===== config.mk =====
export PLATFORM = sky130hd
export DESIGN_NAME = max_pool_2x2
export DESIGN_NICKNAME = d
export VERILOG_FILES = /design/src/rtl/max_pool_2x2_pkg.sv /design/src/rtl/max_pool_lanes.sv /design/src/rtl/max_pool_2x2.sv
export SDC_FILE = /design/constraint.sdc
export NUM_CORES = 1
export LEC_CHECK = 0
export CAP_MARGIN = 20
export CORE_ASPECT_RATIO = 0.75
export CORE_MARGIN = 1
export CORE_UTILIZATION = 55
export CTS_CLUSTER_DIAMETER = 100
export CTS_CLUSTER_SIZE = 10
export DETAILED_ROUTE_END_ITERATION = 10
export GPL_TIMING_DRIVEN = 0
export MAX_ROUTING_LAYER = met4
export PLACE_DENSITY = 0.77
export SYNTH_ARGS = -nofsm -noshare
export SYNTH_HDL_FRONTEND = slang
export SYNTH_HIERARCHICAL = 1
export SYNTH_SLANG_ARGS = --single-unit

===== constraint.sdc =====
create_clock -name clock -period 5.35 [get_ports clock]
set_input_delay 1.07 -clock clock [delete_from_list [all_inputs] [get_ports clock]]
set_output_delay 1.07 -clock clock [all_outputs]
set_load 0.005 [all_outputs]

===== src/rtl/max_pool_2x2_pkg.sv =====
// Shared lane width and signed 8-bit max helper for the 2x2 max-pool stage.
package max_pool_2x2_pkg;

    localparam int unsigned DATA_W = 8;

    function automatic logic [DATA_W-1:0] max_s8(input logic [DATA_W-1:0] a,
                                                 input logic [DATA_W-1:0] b);
        return ($signed(a) >= $signed(b)) ? a : b;
    endfunction

endpackage


===== src/rtl/max_pool_lanes.sv =====
// Combinational per-lane signed max of two packed SIZE-lane buses.
module max_pool_lanes
    import max_pool_2x2_pkg::*;
#(
    parameter int unsigned SIZE = 4
) (
    input  logic [DATA_W*SIZE-1:0] a_i,
    input  logic [DATA_W*SIZE-1:0] b_i,
    output logic [DATA_W*SIZE-1:0] max_o
);

    for (genvar i = 0; i < SIZE; i++) begin : g_lane
        assign max_o[DATA_W*i +: DATA_W] = max_s8(a_i[DATA_W*i +: DATA_W],
                                                  b_i[DATA_W*i +: DATA_W]);
    end

endmodule


===== src/rtl/max_pool_2x2.sv =====
// Streaming 2x2 stride-2 max pool with a half-row line buffer.
// Define MAX_POOL_LAST_EN to add out_last, flagging the final pooled pixel of a frame.
module max_pool_2x2
    import max_pool_2x2_pkg::*;
#(
    parameter int unsigned SIZE   = 4,
    parameter int unsigned WIDTH  = 4,
    parameter int unsigned HEIGHT = 4
) (
    input  logic                   clock,
    input  logic                   reset,
    input  logic [DATA_W*SIZE-1:0] in,
    input  logic                   in_valid,
    output logic                   in_ready,
    output logic [DATA_W*SIZE-1:0] out,
    output logic                   out_valid,
    input  logic                   out_ready
`ifdef MAX_POOL_LAST_EN
    ,
    output logic                   out_last
`endif
);

    localparam int unsigned BusW  = DATA_W * SIZE;
    localparam int unsigned ColW  = (WIDTH > 1) ? $clog2(WIDTH) : 1;
    localparam int unsigned RowW  = (HEIGHT > 1) ? $clog2(HEIGHT) : 1;
    localparam int unsigned HalfW = WIDTH / 2;
    localparam int unsigned IdxW  = (HalfW > 1) ? $clog2(HalfW) : 1;

    logic [ColW-1:0] col_q, col_d;
    logic [RowW-1:0] row_q, row_d;
    logic [BusW-1:0] hold_q, hold_d;
    logic [BusW-1:0] out_q, out_d;
    logic            out_valid_q, out_valid_d;
    logic [BusW-1:0] linebuf_q [HalfW];

    logic            fire;
    logic            lb_we;
    logic            col_last;
    logic            row_last;
    logic [IdxW-1:0] lb_idx;
    logic [BusW-1:0] h_max;
    logic [BusW-1:0] v_max;

`ifdef MAX_POOL_LAST_EN
    logic last_q, last_d;
    assign out_last = last_q;
`endif

    assign in_ready  = !out_valid_q || out_ready;
    assign fire      = in_valid && in_ready;
    assign col_last  = (col_q == ColW'(WIDTH - 1));
    assign row_last  = (row_q == RowW'(HEIGHT - 1));
    assign lb_idx    = IdxW'(col_q >> 1);
    assign out       = out_q;
    assign out_valid = out_valid_q;

    max_pool_lanes #(
        .SIZE(SIZE)
    ) u_hmax (
        .a_i  (hold_q),
        .b_i  (in),
        .max_o(h_max)
    );

    max_pool_lanes #(
        .SIZE(SIZE)
    ) u_vmax (
        .a_i  (linebuf_q[lb_idx]),
        .b_i  (h_max),
        .max_o(v_max)
    );

    always_comb begin
        col_d       = col_q;
        row_d       = row_q;
        hold_d      = hold_q;
        out_d       = out_q;
        out_valid_d = out_valid_q;
        lb_we       = 1'b0;
`ifdef MAX_POOL_LAST_EN
        last_d      = last_q;
`endif
        if (out_valid_q && out_ready) begin
            out_valid_d = 1'b0;
`ifdef MAX_POOL_LAST_EN
            last_d      = 1'b0;
`endif
        end
        // A result load overrides the clear from a same-cycle output transfer.
        if (fire) begin
            if (!col_q[0]) begin
                hold_d = in;
            end else if (!row_q[0]) begin
                lb_we = 1'b1;
            end else begin
                out_d       = v_max;
                out_valid_d = 1'b1;
`ifdef MAX_POOL_LAST_EN
                last_d      = row_last && col_last;
`endif
            end
            if (col_last) begin
                col_d = '0;
                row_d = row_last ? '0 : row_q + RowW'(1);
            end else begin
                col_d = col_q + ColW'(1);
            end
        end
    end

    always_ff @(posedge clock or posedge reset) begin
        if (reset) begin
            col_q       <= '0;
            row_q       <= '0;
            hold_q      <= '0;
            out_q       <= '0;
            out_valid_q <= 1'b0;
`ifdef MAX_POOL_LAST_EN
            last_q      <= 1'b0;
`endif
        end else begin
            col_q       <= col_d;
            row_q       <= row_d;
            hold_q      <= hold_d;
            out_q       <= out_d;
            out_valid_q <= out_valid_d;
`ifdef MAX_POOL_LAST_EN
            last_q      <= last_d;
`endif
        end
    end

    // Row 0 always rewrites every entry before it is read, so no reset is needed.
    always_ff @(posedge clock) begin
        if (lb_we) begin
            linebuf_q[lb_idx] <= h_max;
        end
    end

endmodule


==> results by group <==
Status
  • Outcome: complete, no violations

Yosys
  • Mux cell area share after synthesis: around 14%
  • Post-synthesis simple-gate area fraction: under 10%
  • Largest area contributor in the netlist: edfxtp_1
  • Ys async rst share: 51.9%
  • Seq/Total Area, Yosys: 42.3%
  • Synth Flop Type: dfrtp_1
  • Share of the synthesized area in the top cell type: 22.3%
  • Syn Area/Cell: around 11 um^2
  • Post-synth cell types: 39
  • Syn Nets: 882
  • Largest family of logic cells by synthesized area: compound AO/OA/AOI/OAI gates
  • Flops & latches, synth: 133
  • Adder-Cell Fraction of Synth Area: 9.57%
  • Post-synthesis xor/xnor area fraction: 0%
  • Synth Warn #: 6
  • EDFF count, synth: 64
  • Mapped cell area: 8630 um^2
  • Top cells by area, synth: edfxtp_1 22%, dfrtp_1 20%, ha_1 9.6%
  • Synth Area in Compound Gates: 17.8%
  • Post-synthesis cell count: a little under 800

Floorplan
  • Die area: 16200 um^2
  • Core footprint: about 15000 um^2
  • Die Height: 110 um
  • Die width: approximately 150 um
  • Row count: 39
  • Initial Util: 56.5%
  • IO Count: 70

Route
  • Vias per cell: between 6 and 7
  • Remaining DRCs: 0
  • Overall routed net length: 20200 um
  • Final ANT Viol Nets: 0
  • TritonRoute pass-1 iters: 6
  • Via count: 6902
  • Initial drt markers: 690
  • Drt wl/cell: 18.5 um

Flow run
  • Max Cap Viol: 0

Critical path
  • WP data required: 5.66 ns
  • Worst r2r src: hold_q[29]$_DFFE_PP0P_
  • Setup crit start kind: primary input
  • Setup crit end: out[25]$_DFFE_PP0P_
  • R2r endpoint: out[25]$_DFFE_PP0P_
  • CP Cell Sequence: clkdlybuf4s50_1 > inv_1 > ha_1 > a21o_1 > a2111oi_4 > o21ai_0 > o211ai_1 > inv_1 > ha_1 > nand2_1 > nor2_1 > o21a_1 > o211ai_1 > mux2_2
  • R2R cell count: 12
  • Reg2Reg Setup Slack: 1.28 ns
  • CP Data Arrival Time: 5.17 ns
  • CP Max Fanout: 9
  • Crit end category: register
  • Critical Path Start: in[29]
  • Slowest stage delay, CP: 0.57 ns
  • Setup CP Type: primary input to register
  • Slowest-stage cell, CP: a2111oi_4

CTS
  • H-tree depth: 4
  • Post-CTS Setup Bufs: 0
  • Root Driver: clkbuf_16
  • CTS Hold Bufs: 0
  • Clock slew at reported path FFs: 0.05 ns
  • Post_cts resized: 0
  • CTS Buf Count: 17
  • Clk Latency, worst-skew pair: 0.43 ns
  • Clk buf depth: 2
  • Clock sink total: 133
  • CTS tree: done

Placed design
  • Placement Cell Area: 9650 um^2
  • Gp weighted congestion: around 0.90
  • IO Port Bufs: 69
  • Detailed placement HPWL: 14500 um

Timing
  • Hold_ws: 0.503 ns
  • Fmax: 206 MHz
  • Slew HR: 26.9%
  • Setup tns final: 0 ns
  • Final min period: 4.86 ns
  • RSZ-0062 raised after global routing: no
  • Final slew viol count: 0
  • Final setup violation count: 0
  • Worst-Margin Slew: 1.09 ns
  • Final hold vios: 0
  • Final Cycle Share: 90.8%
  • Worst Skew: 0.00845 ns

Finish
  • Share of cells above drive strength 1: 21.3%
  • Register area: around 3600 um^2
  • Antenna diodes: 0
  • NumNets Final: 978
  • Design Area, Final: around 10000 um^2
  • Syn-to-layout area delta: 19.4%
  • # fillers: about 1100
  • Multi-input logic area: 4470 um^2

Power
  • Pwr per Cell Area: between 700 and 800 nW/um^2
  • Clock power frac: 16.6%
  • Sw Pwr: 3.35 mW
  • Maximum VDD drop: about 0.3 mV
  • Sw frac: 43.4%
  • Share of power burned in registers: 23.7%
  • Combinational Power Share: 59.6%
  • Internal power: 4.38 mW
  • Leak: 4.24 nW

Global route
  • GRT overflow: 0
  • Largest net degree at the start of global routing: 70
  • Initial antenna violation count: 0
  • Gr usage total: 26.8%
  • Vias in the first global route: 6832
  • Global-route wire length before repair: 33600 um

Hold path
  • Hold WC Path Type: register to register
[worst min path at each step]
stage                              start  cells past startpoint  slack [ns]                   end
global placement     out[19]$_DFFE_PP0P_                      1        0.49   out[19]$_DFFE_PP0P_
detailed placement    out[5]$_DFFE_PP0P_                      1        0.49    out[5]$_DFFE_PP0P_
floorplan           row_q[1]$_DFFE_PP0P_                      1        0.48  row_q[1]$_DFFE_PP0P_
CTS                  out[26]$_DFFE_PP0P_                      1        0.51   out[26]$_DFFE_PP0P_
global route         out[10]$_DFFE_PP0P_                      1        0.52   out[10]$_DFFE_PP0P_
finish               out[26]$_DFFE_PP0P_                      1        0.50   out[26]$_DFFE_PP0P_
[per-stage QoR]
stage | power (mW) | instances | setup slack (ns) | utilization (%)
2_1_floorplan | 5.03 | 780 | 0.397 | -
3_3_place_gp | 6.01 | 1054 | -1.85 | 62.7
3_5_place_dp | 6.33 | 1062 | 0.190 | 63.2
4_1_cts | 7.66 | 1094 | 0.580 | 67.4
5_1_grt | 8.25 | 1094 | 0.211 | 67.4
6_report | 7.72 | 1094 | 0.491 | 67.4
[routing by layer]
metal / vias up / part of all wire [%] / global-route usage, %
met4: 0 / 2.3 / 10.1
met2: 311 / 47 / 42.0
met3: 56 / 6.0 / 5.37
met1: 3376 / 45 / 34.3
li1: 3159 / - / -
met5: - / 0 / -
[cell usage in the layout (no fill, tap or decap), drive strengths merged, types with 2 or more instances in the layout]
cell | Yosys | final
clkinv | 0 | 6
clkinvlp | 0 | 2
a21oi | 19 | 19
nor2b | 12 | 12
and4 | 2 | 2
nor4 | 2 | 2
buf | 21 | 29
mux2 | 100 | 100
a31oi | 6 | 6
clkbuf | 6 | 25
ha | 66 | 66
and3 | 3 | 3
nor3b | 4 | 4
a2111o | 3 | 3
clkdlybuf4s50 | 0 | 69
o21a | 10 | 10
inv | 77 | 77
o221ai | 2 | 2
o21ai | 56 | 56
edfxtp | 64 | 64
nand4 | 17 | 17
nand2 | 47 | 47
o221a | 2 | 2
nor3 | 4 | 4
nand2b | 12 | 12
nor2 | 11 | 11
nand3 | 49 | 49
o211ai | 113 | 113
dfrtp | 69 | 69
bufinv | 0 | 5
[critical path, delay by kind of cell]
family / cells / cell delay, ns
and+or+nand+nor: 2 / 0.58
adders and majority gates: 2 / 0.64
buffers and inverters: 3 / 0.71
AOI/OAI and AO/OA: 6 / 1.89
muxes: 1 / 0.28
[power by group through the flow]
| stage | clock network [mW] | registers, mW | logic, mW |
|---|---|---|---|
| finish | 1.29 | 1.83 | 4.61 |
| global route | 1.35 | 1.88 | 5.02 |
| CTS | 1.30 | 1.83 | 4.53 |
| detailed placement | 0 | 1.84 | 4.48 |
| global placement | 0 | 1.83 | 4.18 |
| floorplan | 0 | 1.79 | 3.24 |
[cells by family (layout without fill, tap and decap cells)]
logic type,count (synthesis),in the layout
mux,100,100
flops,133,133
simple gates,163,163
compound gates,214,214
buf+inv,104,213
fa+ha+maj,66,66
[sequential cells by signal (all words and copies together) (netlist names)]
register,flops
hold_q,32
out,32
linebuf_q,64
out_valid,1
col_q,2
row_q,2
[synthesized netlist by cell type (5+ instances only)]
cell type	n
nand2_1	47
a21oi_1	19
o21ai_1	6
nor2b_1	12
nand3_1	49
ha_1	66
o21ai_0	50
nand4_1	16
a31oi_1	6
clkbuf_1	6
buf_2	6
nor2_1	11
dfrtp_1	69
edfxtp_1	64
o21a_1	10
nand2b_1	11
mux2_4	30
o211ai_1	97
o211ai_2	16
buf_6	6
buf_12	5
inv_2	5
mux2_2	70
inv_1	72
[cell type report]
class / instances / share of cell area (%)
sequential: 133 / 35.4
multi-input combinational: 543 / 43.4
timing repair buffer: 77 / 7.29
clock buffer: 19 / 4.30
inverter: 77 / 2.83
tap: 205 / 2.49
buffer: 27 / 2.28
clock inverter: 13 / 1.99
(Power assumes the default switching activity.)
